## src/rtl/id_fwd_hazard_unit.sv

```systemverilog
// ID-stage forwarding select and load/branch hazard stall unit.
// Produces per-operand forward selects, a stall/bubble pair and a saturating stall counter.
module id_fwd_hazard_unit #(
    parameter int REG_W  = 5,
    parameter int NPORTS = 2,
    parameter int CNT_W  = 16
) (
    input  logic                    clk,
    input  logic                    reset,
    input  logic                    branch_id,
    input  logic [NPORTS*REG_W-1:0] src_id,
    input  logic [NPORTS-1:0]       src_used_id,
    input  logic                    RegWrite_ex,
    input  logic                    MemRead_ex,
    input  logic [REG_W-1:0]        writeReg_ex,
    input  logic                    RegWrite_mem,
    input  logic                    MemRead_mem,
    input  logic [REG_W-1:0]        writeReg_mem,
    output logic [NPORTS*2-1:0]     fwd_sel_id,
    output logic                    stall_id,
    output logic                    flush_ex,
    output logic [CNT_W-1:0]        stall_count
);

    typedef enum logic [0:0] {StIdle, StHold} state_e;

    state_e          state_q, state_d;
    logic [1:0]      cnt_q, cnt_d;
    logic [CNT_W-1:0] count_q;

    logic [NPORTS-1:0] m_ex, m_mem;
    logic [REG_W-1:0]  src_k;
    logic [1:0]        port_need;
    logic [1:0]        need;

    always_comb begin
        m_ex       = '0;
        m_mem      = '0;
        src_k      = '0;
        port_need  = 2'd0;
        need       = 2'd0;
        fwd_sel_id = '0;
        for (int k = 0; k < NPORTS; k++) begin
            src_k    = src_id[k*REG_W +: REG_W];
            m_ex[k]  = src_used_id[k] & RegWrite_ex & (writeReg_ex != '0) &
                       (src_k == writeReg_ex);
            m_mem[k] = src_used_id[k] & RegWrite_mem & (writeReg_mem != '0) &
                       (src_k == writeReg_mem);

            if (!reset) begin
                if (m_ex[k])       fwd_sel_id[2*k +: 2] = 2'b10;
                else if (m_mem[k]) fwd_sel_id[2*k +: 2] = 2'b01;
                else               fwd_sel_id[2*k +: 2] = 2'b00;
            end

            // EX row takes precedence when both stages match the same operand.
            if (branch_id && m_ex[k] && MemRead_ex)        port_need = 2'd2;
            else if (branch_id && m_ex[k])                 port_need = 2'd1;
            else if (branch_id && m_mem[k] && MemRead_mem) port_need = 2'd1;
            else if (!branch_id && m_ex[k] && MemRead_ex)  port_need = 2'd1;
            else                                           port_need = 2'd0;

            if (port_need > need) need = port_need;
        end
    end

    always_comb begin
        state_d  = state_q;
        cnt_d    = cnt_q;
        stall_id = 1'b0;
        unique case (state_q)
            StIdle: begin
                stall_id = (need != 2'd0);
                if (need == 2'd2) begin
                    state_d = StHold;
                    cnt_d   = 2'd1;
                end
            end
            StHold: begin
                stall_id = 1'b1;
                cnt_d    = cnt_q - 2'd1;
                if (cnt_q <= 2'd1) state_d = StIdle;
            end
            default: state_d = StIdle;
        endcase
        if (reset) stall_id = 1'b0;
        flush_ex = stall_id;
    end

    always_ff @(posedge clk) begin
        if (reset) begin
            state_q <= StIdle;
            cnt_q   <= 2'd0;
            count_q <= '0;
        end else begin
            state_q <= state_d;
            cnt_q   <= cnt_d;
            if (stall_id && (count_q != '1)) count_q <= count_q + CNT_W'(1);
        end
    end

    assign stall_count = count_q;

endmodule

```

## config.mk

```make
export PLATFORM = sky130hd
export DESIGN_NAME = id_fwd_hazard_unit
export DESIGN_NICKNAME = d
export VERILOG_FILES = /design/src/rtl/id_fwd_hazard_unit.sv
export SDC_FILE = /design/constraint.sdc
export NUM_CORES = 1
export LEC_CHECK = 0
export ABC_AREA = 1
export CAP_MARGIN = 30
export CORE_ASPECT_RATIO = 0.8
export CORE_UTILIZATION = 45
export CTS_CLUSTER_DIAMETER = 40
export DETAILED_ROUTE_END_ITERATION = 6
export GPL_TIMING_DRIVEN = 0
export PLACE_DENSITY = 0.77
export SLEW_MARGIN = 20
export SYNTH_ARGS = -nofsm -noshare
export SYNTH_HDL_FRONTEND = slang
export SYNTH_SLANG_ARGS = --single-unit
export TNS_END_PERCENT = 50
```

## constraint.sdc

```tcl
create_clock -name clk -period 4.13 [get_ports clk]
set_input_delay 0.6195 -clock clk [delete_from_list [all_inputs] [get_ports clk]]
set_output_delay 0.6195 -clock clk [all_outputs]
set_load 0.05 [all_outputs]
```

Word level (Yosys, flattened, before mapping)
Cells that the tools add are included.
- register bits after elaboration: 19
- logic and storage cells: 68
- input bits: 29
- output and inout port bits: 22
- mux-type cells: 23
- $lt $le $gt $ge: 3
- bitwise operators: 13
- eq/ne operators: 7
- reduce and logical (&&, ||, !) cells: 17
- $add $sub $neg: 2
- operators with widths (cell ; count):
    == test 5 bit ; 4
    2-to-1 mux 2 bit ; 9
    adder 16 x 1 -> 16 bit (second input constant) ; 1
    inequality test 16 bit (second input constant) ; 1
    logical AND 1 bit ; 13
    AND 1 bit ; 12
    2-to-1 mux 1 bit ; 11
    nonzero test 5 bit ; 2
    case mux 1 bit (2 select lines) ; 2
    case mux 2 bit (2 select lines) ; 1
    == test 2 bit (second input constant) ; 1
    > comparator 2 x 1 -> 1 bit (second input constant) ; 1
    > comparator 2 bit ; 1
    less-or-equal comparator 2 x 1 -> 1 bit (second input constant) ; 1
    inequality test 2 bit (second input constant) ; 1
    nonzero test 2 bit ; 1
    subtractor 2 x 1 -> 2 bit (second input constant) ; 1
    logical NOT 1 bit ; 1
    inverter 1 bit ; 1

Logic depth before layout (Yosys ltp)
- word-level depth: 17
- depth in mapped cells: 20
- depth with buffers taken out: 20

Least setup slack after synthesis
OpenSTA, ideal clock, no wires.
- path type: input-to-output
- from: in writeReg_ex[1]
- to: out stall_id
- data arrival time: 2658 ps
- slack: 853 ps
- cell stages on the path: 17
- path buffers: 1
- data required time: 3510 ps
- cells stage by stage: inv_1 nand2_1 nand2_1 inv_1 nand2_1 nor2_2 nand4_1 nand2_1 inv_1 ha_1 nand2_1 o21a_1 nand3_2 nand3_4 nand2_1 inv_1 buf_4
- longest elaborated chain between the ends: 16
- elaborated cells on any way between the ends: 30
- those cells by class: order compare: 2; eq/ne: 2; mux: 12; bitwise: 4; reduce/logical: 10
- ends and longest elaborated chain (element ; RTL line ; source):
    start: declaration ; 15 ; input logic [REG_W-1:0] writeReg_ex,
    nonzero test 5 bit ; 45 ; m_ex[k] = src_used_id[k] & RegWrite_ex & (writeReg_ex != '0) &
    AND 1 bit (2 in series) ; 45 ;
    logical AND 1 bit (2 in series) ; 60 ; else if (!branch_id && m_ex[k] && MemRead_ex) port_need = 2'd1;
    2-to-1 mux 1 bit ; 60 ;
    2-to-1 mux 1 bit ; 59 ; else if (branch_id && m_mem[k] && MemRead_mem) port_need = 2'd1;
    2-to-1 mux 1 bit ; 58 ; else if (branch_id && m_ex[k]) port_need = 2'd1;
    2-to-1 mux 2 bit ; 57 ; if (branch_id && m_ex[k] && MemRead_ex) port_need = 2'd2;
    > comparator 2 x 1 -> 1 bit ; 63 ; if (port_need > need) need = port_need;
    2-to-1 mux 2 bit ; 63 ;
    > comparator 2 bit ; 63 ;
    2-to-1 mux 2 bit (*) ; 63 ;
    nonzero test 2 bit (*) ; 73 ; stall_id = (need != 2'd0);
    case mux 1 bit (2 select lines) (*) ; 71 ; unique case (state_q)
    2-to-1 mux 1 bit (*) ; 86 ; if (reset) stall_id = 1'b0;
    end: declaration ; 20 ; output logic stall_id,
Mark *: on every way between the ends. The rest lies on a longest branch, timed or not.

Worst setup path in the final report
- from: in src_id[1]
- to: out stall_id
- longest elaborated chain between the ends: 15
- elaborated cells on any way between the ends: 21
- those cells by class: order compare: 2; eq/ne: 2; mux: 8; bitwise: 2; reduce/logical: 7
- ends and longest elaborated chain (element ; RTL line ; source):
    start: declaration ; 11 ; input logic [NPORTS*REG_W-1:0] src_id,
    == test 5 bit ; 46 ; (src_k == writeReg_ex);
    AND 1 bit ; 45 ;
    logical AND 1 bit (2 in series) ; 60 ;
    2-to-1 mux 1 bit ; 60 ;
    2-to-1 mux 1 bit ; 59 ;
    2-to-1 mux 1 bit ; 58 ;
    2-to-1 mux 2 bit (*) ; 57 ;
    > comparator 2 x 1 -> 1 bit ; 63 ;
    2-to-1 mux 2 bit (*) ; 63 ;
    > comparator 2 bit ; 63 ;
    2-to-1 mux 2 bit (*) ; 63 ;
    nonzero test 2 bit (*) ; 73 ;
    case mux 1 bit (2 select lines) (*) ; 71 ;
    2-to-1 mux 1 bit (*) ; 86 ;
Marked as above.

==> summary.md <==
| Metric | Value |
|---|---|
| Via density | 5.05 |
| RSZ-0062 raised after global routing | yes |
| YS warnings | 0 |
| M1 GR Usage | 34.2% |
| Post-Synth Simple-Gate Area | 46.7% |
| Clock Latency Late Sink | 0.27 ns |
| Critical Path End Type | primary output |
| Post-synth ARST share | 0% |
| Layout area overhead | 33.3% |
| Tot GR Track Use | 22.1% |
| Final Skew | 0.00784 ns |
| Die area | 0.00414 sq mm |
| Run status | complete, no violations |
| MaxCap Viol Count | 0 |
| Routed Antenna Nets | 0 |
| GRT Residual Overflow | 0 |
| Arrival time of the worst setup path | 3.28 ns |
| Placed Cells | 374 |
| Rows | 19 |
| Synth top cells by count | 92 x nand2_1, 33 x inv_1, 23 x nand3_1, 22 x nor2_1, 19 x dfxtp_1 |
| Post-Synthesis Cell Area | 0.00175 sq mm |
| Clk sink count | 19 |
| Post-synth top area share | 21.8% |
| Largest net degree at the start of global routing | 12 |
| CTS tree | done |
| Met2 GRT Util | 32.2% |
| RePlAce Congestion | 0.877 |
| Relative slew slack | 57.1% |
| Seq/Total Area, Yosys | 21.8% |
| Crit-path max FO | 8 |
| Layout cells sized above 1 | 11.0% |
| H-tree depth | 1 |
| HPWL after detailed placement | 3490 um |
| Root buf cell | clkbuf_8 |
| LEAKAGE | 1.06 nW |
| Worst Hold Class | flip-flop to flip-flop |
| Starting Density | 49.0% |
| WL/cell | 11.5 um |
| Critical Path Source Type | input port |
| Worst Path Required | 3.51 ns |
| Post-synthesis cell type count | 29 |
| Total CTS buffers | 3 |
| Worst-Margin Slew | 0.643 ns |
| Core area | 0.00357 sq mm |
| Combinational power share | 21.4% |
| Vias | 1909 |
| Ratio of final minimum period to clock period | 94.4% |
| Port Buffer Count | 49 |
| Flop pwr share | 45.0% |
| Fmax achieved | 0.257 GHz |
| Total power | 0.408 mW |
| Synthesized Nets | 317 |
| Post-synth EDFFs | 0 |
| Switching part of the total | 28.7% |
| Adder-cell share of the synthesized area | 3.58% |
| Initial antenna violation count | 0 |
| Antenna Cells | 0 |
| Xor-xnor portion of the synthesized cell area | 8.02% |
| Finish-stage setup viols | 0 |
| Power density cells | 175 mW/mm^2 |
| Post-synthesis mux area share | 0% |
| First-pass GRT wire length | 7350 um |
| DRT Pass-1 Iters | 5 |
| Net switching power | 0.117 mW |
| #FFs+latches synth | 19 |
| Io pins | 51 |
| Mean Syn Cell Area | 6.17 sq um |
| Max Root-Sink Buffers | 2 |
| Synth Instances | 283 |
| Die W | 71.7 um |
| Synth area leader | dfxtp_1 |
| Int Power | 0.291 mW |
| Most used DFF post-synth | dfxtp_1 |
| Slew Limit Fails | 0 |
| Compound-Gate Fraction of Synth Area | 8.52% |
| Chip height | 57.7 um |
| CTS hold repair buffers | 0 |
| DR iter-0 viols | 125 |
| Final hold violations | 0 |
| Clock share of power | 33.5% |
| Top post-synthesis cells by area | dfxtp_1 22%, nand2_1 20%, inv_1 7.1% |
| Peak VDD IR | 0.000135 V |
| Final std cells w/o fill | 378 |
| Critical path class | input port to primary output |
| Vias in the first global route | 1589 |
| Main combinational cell family by area after synthesis | simple AND/OR/NAND/NOR gates |
| Filler instances | 344 |
| Busiest grt layer | met1 |
| Clock Pin Slew Worst Setup and Hold Paths | 0.08 ns |
| DRT Wirelength | 4340 um |
| DRC Markers | 0 |
| Met3 usage | 4.17% |
| Final net count | 371 |
| Shortest period the worst path allows | 3.90 ns |
| Top-count cell post-synth | nand2_1 |
[worst max-delay path, cell delays in order]
cell             delay (ns)
clkdlybuf4s50_1        0.51
inv_1                  0.07
nand2_1                0.05
nand3_1                0.09
nor2_1                 0.26
nand4_1                0.26
nand2_1                0.13
inv_1                  0.05
ha_1                   0.27
nand2_1                0.07
o21a_1                 0.15
inv_1                  0.06
nand3_2                0.10
nand3_4                0.13
nand2_1                0.09
inv_1                  0.06
buf_4                  0.13
buf_4                  0.18
[final timing paths]
check / from / to / slack (ns) / cells past startpoint
max: src_id[1] / stall_id / 0.23 / 18
min: cnt_q[1] / cnt_q[1] / 0.48 / 2
max reg2reg: stall_count[0] / stall_count[9] / 2.10 / 11
min reg2reg: cnt_q[1] / cnt_q[1] / 0.48 / 2
[cell type report]
cell class | count | area (sq um) | share of cell area (%)
flip-flops and latches | 19 | 380 | 16.3
inverters | 41 | 154 | 6.61
multi-input cells | 215 | 1170 | 50.1
repair buffers | 49 | 483 | 20.7
plain buffers | 8 | 45.0 | 1.93
clock inverters | 1 | 5.00 | 0.215
well taps | 42 | 52.6 | 2.26
clock buffers | 3 | 41.3 | 1.77
[cell usage in the layout (no fill, tap or decap), drive strengths merged]
master         count
nand4             18
nor3b              1
buf                4
nor2              26
a21oi             19
nor3               2
and3               1
xnor2             10
nor4               1
clkdlybuf4s50     47
nand2             95
nand3             27
xor2               6
ha                 5
a31oi              1
inv               40
dfxtp             19
clkbuf             9
o21ai              2
clkinv             2
o21a               1
[through the flow]
stage          utilization (%)  cell area (sq um)  hold WS [ns]   TNS, ns  worst slack [ns]
4_1_cts                   65.4               2330         0.487         0            0.0378
2_1_floorplan                -               1750         0.457         0             0.853
5_1_grt                   65.3               2330         0.515  -0.00819          -0.00819
3_5_place_dp              64.2               2290         0.475    -0.545            -0.315
6_report                  65.3               2330         0.480         0             0.232
3_3_place_gp              64.2               2290         0.472    -0.429            -0.256
[metal layers]
metal / share of wire, % / wire length [um]
met5: 0 / 0
met4: 0.48 / 21
met1: 53 / 2290
met3: 5.2 / 227
met2: 41 / 1790
[logic make-up (layout without fill, tap and decap cells)]
group	count (synthesis)	count (layout)
adder cells (fa/ha/maj)	5	5
flip-flops	19	19
AO/OA/AOI/OAI	23	23
XOR/XNOR	16	16
AND/OR/NAND/NOR	171	171
buffers and inverters	49	102
[flip-flops by register name, summed over array words and instances, names as in the netlist]
signal / count
state_q: 1
cnt_q: 2
stall_count: 16
[what timing repair did]
| item | in CTS | in global routing |
|---|---|---|
| resized for setup | 3 | 2 |
| buffers inserted | 0 | 0 |
| endpoints found under the setup margin | 2 | 2 |
[power groups by stage]
stage | combinational, mW | clock (mW) | sequential (mW)
floorplan | 0.0431 | 0 | 0.189
global placement | 0.0860 | 0 | 0.188
detailed placement | 0.0868 | 0 | 0.188
CTS | 0.0870 | 0.140 | 0.184
global route | 0.0970 | 0.149 | 0.184
finish | 0.0875 | 0.137 | 0.184
Power figures use the tool's default switching activity.
